**src/rtl/i2c_bytectl.sv**
```systemverilog
// rtl/i2c_bytectl.sv - byte-level I2C master sequencer feeding per-bit commands to bitxmit
module i2c_bytectl #(
  parameter logic [2:0] OP_START = 3'd1,
  parameter logic [2:0] OP_STOP  = 3'd2,
  parameter logic [2:0] OP_WRITE = 3'd3,
  parameter logic [2:0] OP_READ  = 3'd4,
  // bit command encodings; keep in step with bitxmit.h
  parameter logic [2:0] CMDIDLE  = 3'd0,
  parameter logic [2:0] CMDSTART = 3'd1,
  parameter logic [2:0] CMDSTOP  = 3'd2,
  parameter logic [2:0] CMDBIT0  = 3'd3,
  parameter logic [2:0] CMDBIT1  = 3'd4,
  parameter logic [2:0] CMDRBIT  = 3'd5,
  parameter logic [2:0] CMDWAIT  = 3'd6
) (
  input  logic       clk,
  input  logic       reset,
  input  logic [2:0] op,
  input  logic       op_valid,
  input  logic [7:0] wdata,
  input  logic       rack,
  output logic       busy,
  output logic       done,
  output logic [7:0] rdata,
  output logic       nack,
  output logic [2:0] bit_cmd,
  input  logic       bit_ready,
  input  logic       sck_in,
  input  logic       sda_in
);

  typedef enum logic [1:0] {IDLE, ISSUE, DRAIN, FINISH} state_t;

  state_t     state, state_nx;
  logic [2:0] op_q;
  logic [7:0] tx, rx;
  logic       rack_q;
  logic [3:0] cnt;
  logic       sck_q, sampled, ack_q;
  logic       legal, accept, advance, finishing, last_bit, take_sample;
  logic [2:0] cur_cmd;

  assign legal = op_valid && ((op == OP_START) || (op == OP_STOP) ||
                              (op == OP_WRITE) || (op == OP_READ));

  assign last_bit = ((op_q == OP_START) || (op_q == OP_STOP)) ? (cnt == 4'd0) : (cnt == 4'd8);

  always_comb begin
    cur_cmd = CMDWAIT;
    if (op_q == OP_START)
      cur_cmd = CMDSTART;
    else if (op_q == OP_STOP)
      cur_cmd = CMDSTOP;
    else if (op_q == OP_WRITE)
      cur_cmd = (cnt == 4'd8) ? CMDRBIT : (tx[7] ? CMDBIT1 : CMDBIT0);
    else if (op_q == OP_READ)
      cur_cmd = (cnt == 4'd8) ? (rack_q ? CMDBIT0 : CMDBIT1) : CMDRBIT;
  end

  always_comb begin
    state_nx  = state;
    bit_cmd   = CMDWAIT;
    busy      = 1'b0;
    done      = 1'b0;
    accept    = 1'b0;
    advance   = 1'b0;
    finishing = 1'b0;
    case (state)
      IDLE: begin
        if (legal) begin
          accept   = 1'b1;
          state_nx = ISSUE;
        end
      end
      ISSUE: begin
        busy    = 1'b1;
        bit_cmd = cur_cmd;
        if (bit_ready)
          state_nx = DRAIN;
      end
      DRAIN: begin
        busy = 1'b1;
        // wait for bitxmit to drop ready so a stale ready cannot retire the next bit
        if (!bit_ready) begin
          if (last_bit) begin
            finishing = 1'b1;
            state_nx  = FINISH;
          end else begin
            advance  = 1'b1;
            state_nx = ISSUE;
          end
        end
      end
      FINISH: begin
        done = 1'b1;
        if (legal) begin
          accept   = 1'b1;
          state_nx = ISSUE;
        end else begin
          state_nx = IDLE;
        end
      end
      default: state_nx = IDLE;
    endcase
  end

  assign take_sample = (state == ISSUE) && (cur_cmd == CMDRBIT) && sck_in && !sck_q && !sampled;

  always_ff @(posedge clk) begin
    if (reset) begin
      state   <= IDLE;
      op_q    <= 3'd0;
      tx      <= 8'h00;
      rx      <= 8'h00;
      rack_q  <= 1'b0;
      cnt     <= 4'd0;
      sck_q   <= 1'b1;
      sampled <= 1'b0;
      ack_q   <= 1'b0;
      rdata   <= 8'h00;
      nack    <= 1'b0;
    end else begin
      state <= state_nx;
      sck_q <= sck_in;
      if (accept) begin
        op_q   <= op;
        tx     <= wdata;
        rack_q <= rack;
        cnt    <= 4'd0;
      end else if (advance) begin
        cnt <= cnt + 4'd1;
        tx  <= {tx[6:0], 1'b0};
      end
      // one sample per bit: the flag is only cleared once ISSUE is left
      if (state != ISSUE) begin
        sampled <= 1'b0;
      end else if (take_sample) begin
        sampled <= 1'b1;
        if (op_q == OP_READ)
          rx <= {rx[6:0], sda_in};
        else
          ack_q <= sda_in;
      end
      if (finishing) begin
        if (op_q == OP_READ)
          rdata <= rx;
        if (op_q == OP_WRITE)
          nack <= ack_q;
      end
    end
  end

endmodule

```
**config.mk**
```make
export PLATFORM = sky130hd
export DESIGN_NAME = i2c_bytectl
export DESIGN_NICKNAME = d
export VERILOG_FILES = /design/src/rtl/i2c_bytectl.sv
export SDC_FILE = /design/constraint.sdc
export NUM_CORES = 1
export LEC_CHECK = 0
export ABC_AREA = 1
export BUFFER_PORTS_ARGS = -buffer_cell sky130_fd_sc_hd__buf_2
export CAP_MARGIN = 10
export CORE_MARGIN = 3
export CORE_UTILIZATION = 40
export CTS_CLUSTER_DIAMETER = 150
export DETAILED_ROUTE_END_ITERATION = 6
export MAX_ROUTING_LAYER = met4
export PLACE_DENSITY = 0.6
export SLEW_MARGIN = 40
export SYNTH_ARGS = -nofsm -noshare
export SYNTH_HDL_FRONTEND = slang
export SYNTH_SLANG_ARGS = --single-unit
```
**constraint.sdc**
```tcl
create_clock -name clk -period 4.7 [get_ports clk]
set_clock_uncertainty 0.15 [all_clocks]
set_input_delay 0.235 -clock clk [delete_from_list [all_inputs] [get_ports clk]]
set_output_delay 0.235 -clock clk [all_outputs]
set_load 0.01 [all_outputs]
```
## Word level (Yosys, flattened, before mapping)

Index checks and enable logic that the tools add are counted.

| storage, ports and cells | value |
|---|---|
| logic and storage cells | 82 |
| input bits | 18 |
| bits in registers | 38 |

| cells by class | value |
|---|---|
| reduce and logical (&&, ||, !) cells | 23 |
| muxes and demuxes | 28 |
| equal/unequal tests | 17 |
| add/subtract/negate cells | 1 |
| bitwise logic cells | 2 |

Operators by type and width:

| cell | number |
|---|---|
| $mux W3 | 9 |
| $mux W8 | 2 |
| $eq A3 B2 Y1 const B | 4 |
| $mux W1 | 12 |
| $eq A3 B3 Y1 const B | 3 |
| $reduce_and A3 Y1 | 3 |
| $mux W2 | 4 |
| $pmux W2 S4 | 1 |
| $reduce_or A2 Y1 | 4 |
| $eq A3 B1 Y1 const B | 2 |
| $ne A2 B2 Y1 const B | 3 |
| $logic_and A1 B1 Y1 | 5 |
| $add A4 B1 Y4 const B | 1 |
| $eq A2 B2 Y1 const B | 2 |
| $eq A4 B4 Y1 const B | 1 |
| $logic_not A4 Y1 | 1 |
| $logic_or A1 B1 Y1 | 4 |
| $reduce_and A2 Y1 | 2 |
| $eq A2 B1 Y1 const B | 1 |
| $logic_not A1 Y1 | 2 |
| $logic_not A2 Y1 | 1 |
| $ne A2 B1 Y1 const B | 1 |
| $not A1 Y1 | 2 |
| $reduce_bool A2 Y1 | 1 |

## Depth between registers and ports, before layout

Gate-level depths: netlist (run 1).

| logic depth | value |
|---|---|
| depth in word-level cells | 12 |
| mapped depth | 14 |
| mapped depth without buffers | 14 |

## Worst setup path before layout (run 1)

Ideal clock, no wire load.

| timing | value |
|---|---|
| kind | reg2reg |
| from | register state[0] |
| to | register tx[6] |
| period minus slack after synthesis | 1842 ps |
| stages on the path, launching flop included | 9 |
| data arrival time | 1558 ps |
| required time | 4416 ps |
| setup time | 134 ps |
| setup slack | 2858 ps |
| buffers on the path | 1 |
| path through | dfxtp_1 inv_1 ha_1 nand3b_1 buf_2 nand2_1 nor2_1 a21oi_1 a21oi_1 |

| between the ends | value |
|---|---|
| longest elaborated chain between the ends | 4 |
| elaborated cells between the ends (all ways) | 8 |
| classes of those cells | eq/ne: 2; mux: 3; reduce/logical: 3 |

RTL lines:

| element | RTL line | text |
|---|---|---|
| start, declared | 34 | `state_t state, state_nx;` |
| start signal, assigned | 123 | `state <= state_nx;` |
| $eq A2 B2 Y1 or $logic_not A2 Y1 (tied branches) | 68 | `case (state)` |
| $reduce_or A2 Y1 (no line) | n/a |  |
| $mux W1 | n/a |  |
| $mux W8 or $reduce_bool A2 Y1 (tied branches) | n/a |  |
| end signal, assigned | 127 | `tx <= wdata;` |
| end signal, assigned | 132 | `tx <= {tx[6:0], 1'b0};` |
| end, declared | 36 | `logic [7:0] tx, rx;` |

Several ways; a longest one is shown, not always the timed one.
A chain may end at the register's enable or synchronous reset.

## Worst setup path after layout (run 1)

| timing | value |
|---|---|
| from | register state[0] |
| to | register tx[3] |

The elaborated chain is that of the path after synthesis.

==> results of run 1 <==
## cell usage after synthesis
library cell / instances / area (µm²)
a21oi_1: 36 / 180
a21oi_2: 9 / 78.8
buf_12: 1 / 20.0
buf_2: 3 / 15.0
buf_6: 2 / 22.5
clkbuf_1: 3 / 11.3
dfxtp_1: 38 / 761
ha_1: 7 / 87.6
inv_1: 35 / 131
inv_2: 5 / 18.8
nand2_1: 47 / 176
nand2_2: 2 / 12.5
nand2_4: 2 / 22.5
nand3_1: 13 / 65.1
nand3_2: 4 / 40.0
nand3_4: 1 / 17.5
nand3b_1: 1 / 7.51
nand4_1: 1 / 6.26
nor2_1: 25 / 93.8
nor2_2: 2 / 12.5
nor2_4: 1 / 11.3
nor2_8: 1 / 20.0
nor3_1: 1 / 5.00
nor3_2: 1 / 10.0
nor3b_1: 2 / 15.0
o211ai_1: 1 / 7.51
o21ai_0: 17 / 85.1
o21ai_1: 2 / 10.0
o21ai_2: 2 / 17.5
or2_2: 1 / 6.26
xnor2_1: 1 / 8.76
## layer usage
metal  global-route usage, %  part of all wire [%]
met1                    19.6                    54
met2                    21.4                    41
met3                    3.90                   4.5
met4                    3.80                   1.0
met5                       -                     0
## final cells by class
| class | instances | area (µm²) | area share, % |
|---|---|---|---|
| sequential | 38 | 761 | 33.6 |
| inverter | 40 | 150 | 6.64 |
| tap | 65 | 81.3 | 3.60 |
| clock buffer | 5 | 68.8 | 3.04 |
| multi-input combinational | 180 | 997 | 44.1 |
| clock inverter | 3 | 40.0 | 1.77 |
| timing repair buffer | 32 | 163 | 7.19 |
## flip-flops by register name, indices dropped and copies added (netlist names)
name and flops:
rdata 8, rx 8, tx 8, cnt 4
op_q 3, state 2, ack_q 1, nack 1
rack_q 1, sampled 1, sck_q 1
## worst max path at each step
stage / start / endpoint / slack (ps) / depth (start not counted)
final: state[0] / tx[3] / 2510 / 6
after global routing: state[0] / tx[7] / 2280 / 6
after CTS: state[0] / tx[7] / 2480 / 6
after detailed placement: state[0] / tx[7] / 2500 / 6
after global placement: state[0] / tx[6] / 2590 / 6
after floorplan: state[0] / tx[6] / 2860 / 8
## cells by family after synthesis
family / count (synthesis) / share of synthesized area (%)
AO/OA/AOI/OAI: 67 / 19.2
XOR/XNOR: 1 / 0.443
adder cells (fa/ha/maj): 7 / 4.43
buffers and inverters: 49 / 11.1
flip-flops: 38 / 38.5
AND/OR/NAND/NOR: 105 / 26.4
## power breakdown
group	internal [mW]	switching, mW	leakage [nW]
sequential	0.345	0.0188	0.308
clock	0.156	0.117	0.0579
combinational	0.0737	0.146	0.586
total	0.575	0.281	0.952
## placed cells by master (no fill, tap or decap), drive strengths merged
cell type	Yosys	final
buf	6	32
nor3	2	2
nand3b	1	1
ha	7	7
or2	1	1
nand4	1	1
nand3	18	18
xnor2	1	1
o21ai	21	21
nand2	51	51
clkinv	0	2
nor2	29	29
bufinv	0	1
nor3b	2	2
inv	40	40
o211ai	1	1
a21oi	45	45
dfxtp	38	38
clkbuf	3	5
## metrics by stage
stage	power [mW]	instance area, µm²	hold slack [ps]	utilization [%]	setup slack (ps)
4_1_cts	0.866	2260	14.0	49.5	2480
3_3_place_gp	0.591	2150	282	47.1	2590
6_report	0.856	2260	19.2	49.5	2510
5_1_grt	0.916	2260	20.2	49.5	2280
2_1_floorplan	0.546	1980	189	-	2860
3_5_place_dp	0.592	2150	285	47.1	2500
==> flow_summary.html, run 1 <==
<table>
<tr><th>Metric</th><th>Value</th></tr>
<tr><th colspan="2">Clock network</th></tr>
<tr><td>CTS Buffer Depth</td><td>2</td></tr>
<tr><td>Latest clock arrival within the worst-skew pair</td><td>280 ps</td></tr>
<tr><td>Clock Tree Root</td><td>clkbuf_8</td></tr>
<tr><td>Number of levels the H-tree was split into</td><td>2</td></tr>
<tr><td>CTS tree</td><td>done</td></tr>
<tr><td># Post-CTS Setup Buffers</td><td>0</td></tr>
<tr><td>Post-CTS Hold Fix Bufs</td><td>0</td></tr>
<tr><td>Number of clock sinks</td><td>38</td></tr>
<tr><td>TritonCTS Buffers</td><td>5</td></tr>
<tr><td>CTS-repair resized insts</td><td>0</td></tr>
<tr><td>Clock input transition at the sequential cells of the worst setup and hold paths</td><td>roughly 70 ps</td></tr>
<tr><th colspan="2">Die</th></tr>
<tr><td>Die Y</td><td>about 76 µm</td></tr>
<tr><td>Core box area</td><td>roughly 4600 µm²</td></tr>
<tr><td>Number of placed I/O pins</td><td>32</td></tr>
<tr><td>Starting density of the core</td><td>between 40% and 50%</td></tr>
<tr><td>Floorplan row count</td><td>24</td></tr>
<tr><td>Die area</td><td>5820 µm²</td></tr>
<tr><td>Width of the chip</td><td>between 70 and 80 µm</td></tr>
<tr><th colspan="2">Critical path</th></tr>
<tr><td>Critical-path maximum fanout</td><td>18</td></tr>
<tr><td>Reg-to-Reg End</td><td>tx[3]</td></tr>
<tr><td>Register-to-Register Path Depth</td><td>6</td></tr>
<tr><td>Longest individual stage delay on the worst path</td><td>500 ps</td></tr>
<tr><td>Arrival time of the worst setup path</td><td>approximately 2300 ps</td></tr>
<tr><td>Type of element capturing the critical path</td><td>flop</td></tr>
<tr><td>CP startpoint kind</td><td>flop</td></tr>
<tr><td>Startpoint-to-endpoint class of the critical path</td><td>reg2reg</td></tr>
<tr><td>Required time reported for the critical path endpoint</td><td>around 4800 ps</td></tr>
<tr><td>Family with the most delay on the worst path</td><td>buffers and inverters</td></tr>
<tr><td>Minimum setup slack among reg-to-reg paths</td><td>2510 ps</td></tr>
<tr><td>Cell with the largest stage delay on the worst path</td><td>nand3b_1</td></tr>
<tr><td>CP Cell Sequence</td><td>inv_1 &gt; ha_1 &gt; nand3b_1 &gt; inv_1 &gt; a21oi_1 &gt; a21oi_1</td></tr>
<tr><td>Buffers and inverters on the worst path</td><td>2</td></tr>
<tr><td>Startpoint of the worst register-to-register path</td><td>state[0]</td></tr>
<tr><th colspan="2">Routing</th></tr>
<tr><td>Wire length per cell after detailed routing</td><td>between 10 and 15 µm</td></tr>
<tr><td>DRC</td><td>0</td></tr>
<tr><td>Pre-Repair DR Iteration Count</td><td>4</td></tr>
<tr><td>Via count</td><td>approximately 1,700</td></tr>
<tr><td>Routed wire length</td><td>about 4000 µm</td></tr>
<tr><td>Violation count after the first detailed-routing iteration</td><td>57</td></tr>
<tr><td>DRT antenna net count</td><td>0</td></tr>
<tr><td>Vias per cell</td><td>approximately 4.6</td></tr>
<tr><th colspan="2">Hold path</th></tr>
<tr><td>Hold-critical path endpoint</td><td>sck_q</td></tr>
<tr><td>Class of the most critical hold timing path</td><td>in2reg</td></tr>
<tr><td>Hold Path Origin</td><td>sck_in</td></tr>
<tr><td>WHS Path Cells</td><td>2</td></tr>
<tr><th colspan="2">Logic synthesis</th></tr>
<tr><td>Net count after synthesis</td><td>292</td></tr>
<tr><td>Cell count after synthesis</td><td>approximately 270</td></tr>
<tr><td>Mean area per synthesized cell</td><td>roughly 7.4 µm²</td></tr>
<tr><td>Distinct cell type count of the synthesized netlist</td><td>31</td></tr>
<tr><td>Netlist area before placement</td><td>roughly 2000 µm²</td></tr>
<tr><td>Fraction of the yosys area taken by sequential cells</td><td>approximately two fifths</td></tr>
<tr><td>Number of synthesized register bits</td><td>38</td></tr>
<tr><td>Warnings from Yosys</td><td>0</td></tr>
<tr><th colspan="2">Global route</th></tr>
<tr><td>Number of antenna violations at the first check in global routing</td><td>0</td></tr>
<tr><td>Total congestion overflow</td><td>0</td></tr>
<tr><td>Wire length of the first global-routing pass</td><td>6820 µm</td></tr>
<tr><td>Global router's overall resource usage</td><td>between 10% and 20%</td></tr>
<tr><td>Vias in the first global route</td><td>between 1,000 and 1,500</td></tr>
<tr><td>Pin count of the biggest net entering global routing</td><td>25</td></tr>
<tr><th colspan="2">Placement</th></tr>
<tr><td>Post-Place Cells</td><td>355</td></tr>
<tr><td>Last weighted congestion value of the routability-driven placer</td><td>slightly above 0.8</td></tr>
<tr><td>Input/output buffers</td><td>31</td></tr>
<tr><td>Placed wire-length estimate</td><td>about 2900 µm</td></tr>
<tr><th colspan="2">STA</th></tr>
<tr><td>Fraction of the cycle the final worst path needs</td><td>approximately 47%</td></tr>
<tr><td>Achievable frequency</td><td>roughly 460 MHz</td></tr>
<tr><td>Hold violation count in the final report</td><td>0</td></tr>
<tr><td>Worst slew slack as a fraction of its limit</td><td>between 50 and 60%</td></tr>
<tr><td>Setup TNS</td><td>0 ps</td></tr>
<tr><td>Number of pins with negative max-slew slack in the final report</td><td>0</td></tr>
<tr><td>Transition time of the tightest slew-check pin</td><td>between 600 and 700 ps</td></tr>
<tr><td>Setup repair after global routing missed its margin</td><td>false</td></tr>
<tr><td>Final min period</td><td>around 2200 ps</td></tr>
<tr><td>Setup violators final</td><td>0</td></tr>
<tr><th colspan="2">Layout</th></tr>
<tr><td>Non-Filler Instances</td><td>between 300 and 400</td></tr>
<tr><td>Number of diodes</td><td>0</td></tr>
<tr><td>Net count reported at finish</td><td>roughly 320</td></tr>
<tr><td>FILL cells</td><td>around 500</td></tr>
<tr><td>Ratio of cells with drive above 1 in the final layout</td><td>a little under a quarter</td></tr>
<tr><td>Post-synthesis to final-layout area growth</td><td>14.4%</td></tr>
<tr><th colspan="2">Status</th></tr>
<tr><td>Result of the run</td><td>finished, final reports clean</td></tr>
<tr><th colspan="2">Power and ir drop</th></tr>
<tr><td>Largest vdd supply drop</td><td>a little over 0.0002 V</td></tr>
<tr><td>Leakage power figure</td><td>0.952 nW</td></tr>
<tr><td>Total power density per cell area</td><td>about 380 nW/µm²</td></tr>
<tr><th colspan="2">Job</th></tr>
<tr><td>Total of max-cap violations</td><td>0</td></tr>
</table>
No activity file was read; power rests on OpenSTA's default activity.
==> inputs of run 2 (changes only) <==
- PLACE_DENSITY: 0.6 -> 0.62
- clock period: 4.7 -> 2 ns (I/O delays scaled with it)
==> run 2 against run 1 <==
Net effect: combinational power grew to 2.8 times the previous value; global-route usage grew 1.5 points; die area is the same; non-clock buffer count grew 27; core utilization grew 7.0 points; routed wire length grew 12%; maximum frequency grew 17%; critical path depth grew 8; worst setup slack lost 2400 ps; final cell count grew 8.3%; critical endpoint is now sampled; largest power group unchanged.
==> flow_summary.html, run 2 (synthesis results as in run 1) <==
<table>
<tr><th>Metric</th><th>Value</th></tr>
<tr><th colspan="2">Clock network</th></tr>
<tr><td>Number of clock sinks</td><td>38 (unchanged)</td></tr>
<tr><td>CTS Buffer Depth</td><td>2 (unchanged)</td></tr>
<tr><td>TritonCTS Buffers</td><td>5 (unchanged)</td></tr>
<tr><td>Clock Tree Root</td><td>clkbuf_8 (unchanged)</td></tr>
<tr><td>Clock input transition at the sequential cells of the worst setup and hold paths</td><td>70 ps (about the same)</td></tr>
<tr><td>CTS tree</td><td>done (unchanged)</td></tr>
<tr><td>Number of levels the H-tree was split into</td><td>2 (unchanged)</td></tr>
<tr><td>Latest clock arrival within the worst-skew pair</td><td>290 ps (was 280 ps)</td></tr>
<tr><th colspan="2">Job</th></tr>
<tr><td>Total of max-cap violations</td><td>0 (unchanged)</td></tr>
<tr><th colspan="2">Die</th></tr>
<tr><td>Number of placed I/O pins</td><td>32 (unchanged)</td></tr>
<tr><td>Die area</td><td>5820 µm² (unchanged)</td></tr>
<tr><td>Core box area</td><td>4560 µm² (unchanged)</td></tr>
<tr><td>Die Y</td><td>76.3 µm (unchanged)</td></tr>
<tr><td>Starting density of the core</td><td>43.3% (unchanged)</td></tr>
<tr><td>Width of the chip</td><td>76.3 µm (unchanged)</td></tr>
<tr><td>Floorplan row count</td><td>24 (unchanged)</td></tr>
<tr><th colspan="2">STA</th></tr>
<tr><td>Worst slew slack as a fraction of its limit</td><td>74.0% (was 56.4%)</td></tr>
<tr><td>Number of pins with negative max-slew slack in the final report</td><td>0 (unchanged)</td></tr>
<tr><td>Fraction of the cycle the final worst path needs</td><td>93.6% (was 46.5%)</td></tr>
<tr><td>Setup violators final</td><td>0 (unchanged)</td></tr>
<tr><td>Worst Hold Slack</td><td>64.2 ps (was 19.2 ps)</td></tr>
<tr><td>Hold violation count in the final report</td><td>0 (unchanged)</td></tr>
<tr><td>Achievable frequency</td><td>534 MHz (was 457 MHz)</td></tr>
<tr><td>Final min period</td><td>1870 ps (was 2190 ps)</td></tr>
<tr><td>Setup TNS</td><td>0 ps (unchanged)</td></tr>
<tr><td>Transition time of the tightest slew-check pin</td><td>387 ps (was 653 ps)</td></tr>
<tr><th colspan="2">Routing</th></tr>
<tr><td>DRC</td><td>0 (unchanged)</td></tr>
<tr><td>Wire length per cell after detailed routing</td><td>11.3 µm (was 10.9 µm)</td></tr>
<tr><td>DRT antenna net count</td><td>0 (unchanged)</td></tr>
<tr><td>Routed wire length</td><td>4430 µm (was 3960 µm)</td></tr>
<tr><td>Via count</td><td>1,839 (was 1,655)</td></tr>
<tr><td>Pre-Repair DR Iteration Count</td><td>4 (unchanged)</td></tr>
<tr><td>Violation count after the first detailed-routing iteration</td><td>69 (was 57)</td></tr>
<tr><td>Vias per cell</td><td>4.68 (was 4.56)</td></tr>
<tr><th colspan="2">Placement</th></tr>
<tr><td>Post-Place Cells</td><td>362 (was 355)</td></tr>
<tr><td>Last weighted congestion value of the routability-driven placer</td><td>0.863 (was 0.812)</td></tr>
<tr><td>Placed wire-length estimate</td><td>2890 µm (was 2860 µm)</td></tr>
<tr><td>Input/output buffers</td><td>31 (unchanged)</td></tr>
<tr><th colspan="2">Power and ir drop</th></tr>
<tr><td>Total power density per cell area</td><td>816 nW/µm² (was 379 nW/µm²)</td></tr>
<tr><td>Total power after layout</td><td>2.10 mW (was 856 µW)</td></tr>
<tr><td>Leakage power figure</td><td>1.09 nW (was 0.952 nW)</td></tr>
<tr><td>Largest vdd supply drop</td><td>0.000588 V (was 0.000205 V)</td></tr>
<tr><th colspan="2">Critical path</th></tr>
<tr><td>Required time reported for the critical path endpoint</td><td>2030 ps (was 4770 ps)</td></tr>
<tr><td>Arrival time of the worst setup path</td><td>1910 ps (was 2260 ps)</td></tr>
<tr><td>Critical-path maximum fanout</td><td>4 (was 18)</td></tr>
<tr><td>Type of element capturing the critical path</td><td>flop (unchanged)</td></tr>
<tr><td>CP startpoint kind</td><td>flop (unchanged)</td></tr>
<tr><td>Startpoint-to-endpoint class of the critical path</td><td>reg2reg (unchanged)</td></tr>
<tr><th colspan="2">Global route</th></tr>
<tr><td>Number of antenna violations at the first check in global routing</td><td>0 (unchanged)</td></tr>
<tr><td>Total congestion overflow</td><td>0 (unchanged)</td></tr>
<tr><td>Global router's overall resource usage</td><td>16.1% (was 14.5%)</td></tr>
<tr><td>Pin count of the biggest net entering global routing</td><td>20 (was 25)</td></tr>
<tr><td>Vias in the first global route</td><td>1,618 (was 1,490)</td></tr>
<tr><td>Wire length of the first global-routing pass</td><td>7400 µm (was 6820 µm)</td></tr>
<tr><th colspan="2">Layout</th></tr>
<tr><td>Regs by FF count</td><td>rdata: 8 flops, rx: 8 flops, tx: 8 flops (unchanged)</td></tr>
<tr><td>Post-synthesis to final-layout area growth</td><td>30.5% (was 14.4%)</td></tr>
<tr><td>Ratio of cells with drive above 1 in the final layout</td><td>27.1% (was 23.8%)</td></tr>
<tr><td>Number of diodes</td><td>0 (unchanged)</td></tr>
<tr><td>Net count reported at finish</td><td>352 (was 322)</td></tr>
<tr><td>Leading cell type in the layout, fill and taps excluded</td><td>nand2_1 (unchanged)</td></tr>
<tr><td>Core Util, Final</td><td>56.5% (was 49.5%)</td></tr>
<tr><td>Most frequent cells in the layout</td><td>47 x nand2_1, 38 x dfxtp_1, 36 x a21oi_1 (unchanged)</td></tr>
<tr><td>Non-Filler Instances</td><td>393 (was 363)</td></tr>
<tr><th colspan="2">Hold path</th></tr>
<tr><td>Class of the most critical hold timing path</td><td>in2reg (unchanged)</td></tr>
<tr><th colspan="2">Status</th></tr>
<tr><td>Result of the run</td><td>finished, final reports clean (unchanged)</td></tr>
</table>
==> run 2: cell types whose count changed in the layout (fill, tap and decap cells not counted), sizes merged <==
cell         before  now
buf              32   44
nor2             29   32
dlygate4sd3       0   15
==> run 2: per-stage QoR <==
stage               setup WS (ps)  instance area (µm²)
floorplan                     158                 1980
global placement             44.8                 2220
detailed placement           27.5                 2220
CTS                          16.9                 2510
global route                -8.20                 2580
finish                        127                 2580
==> run 2: what timing repair did <==
action,CTS,global route
gates cloned,0,3
hold buffers,15,0
setup endpoints to repair,2,29
pin swaps,1,3
resized for setup,0,8
endpoints found under the hold margin,15,0
buffers inserted,5,0
==> run 2: area by class of cell <==
type	instances	area, µm²
fillers	456	1980
multi-input cells	183	1060
flip-flops and latches	38	761
repair buffers	59	415
inverters	40	150
well taps	65	81.3
clock buffers	5	68.8
clock inverters	3	40.0
==> run 2: worst paths after layout <==
| kind | from | slack (ps) | depth (start not counted) | to |
|---|---|---|---|---|
| max | cnt[0] | 130 | 14 | sampled |
| min | bit_ready | 60 | 4 | nack |
| max reg2reg | cnt[0] | 130 | 14 | sampled |
| min reg2reg | rdata[2] | 290 | 2 | rdata[2] |
==> run 2: metal layers <==
metal | part of all wire (%) | track usage [%] | vias to the layer above
li1 | - | - | 975
met1 | 51 | 21.6 | 814
met2 | 42 | 22.5 | 37
met3 | 3.8 | 3.90 | 13
met4 | 3.0 | 7.61 | 0
met5 | 0 | - | -
==> run 2: power by group <==
group          internal, mW  total (mW)  leakage [nW]  switching, mW
logic                 0.232       0.624         0.725          0.391
registers             0.812       0.848         0.308         0.0360
clock network         0.367       0.633        0.0579          0.267
==> run 2: worst max-delay path, cell delays in order, from the launching register on <==
cell and delay, ps:
dfxtp_1 330, inv_1 130, ha_4 180, nand2_1 60, nor2_1 90, nand2_1 60
nand2_1 60, nand2_1 50, nand2_1 70, nand2_1 80, nand2_4 150, nor2_4 60
buf_4 140, o21ai_2 110, nor2_2 40
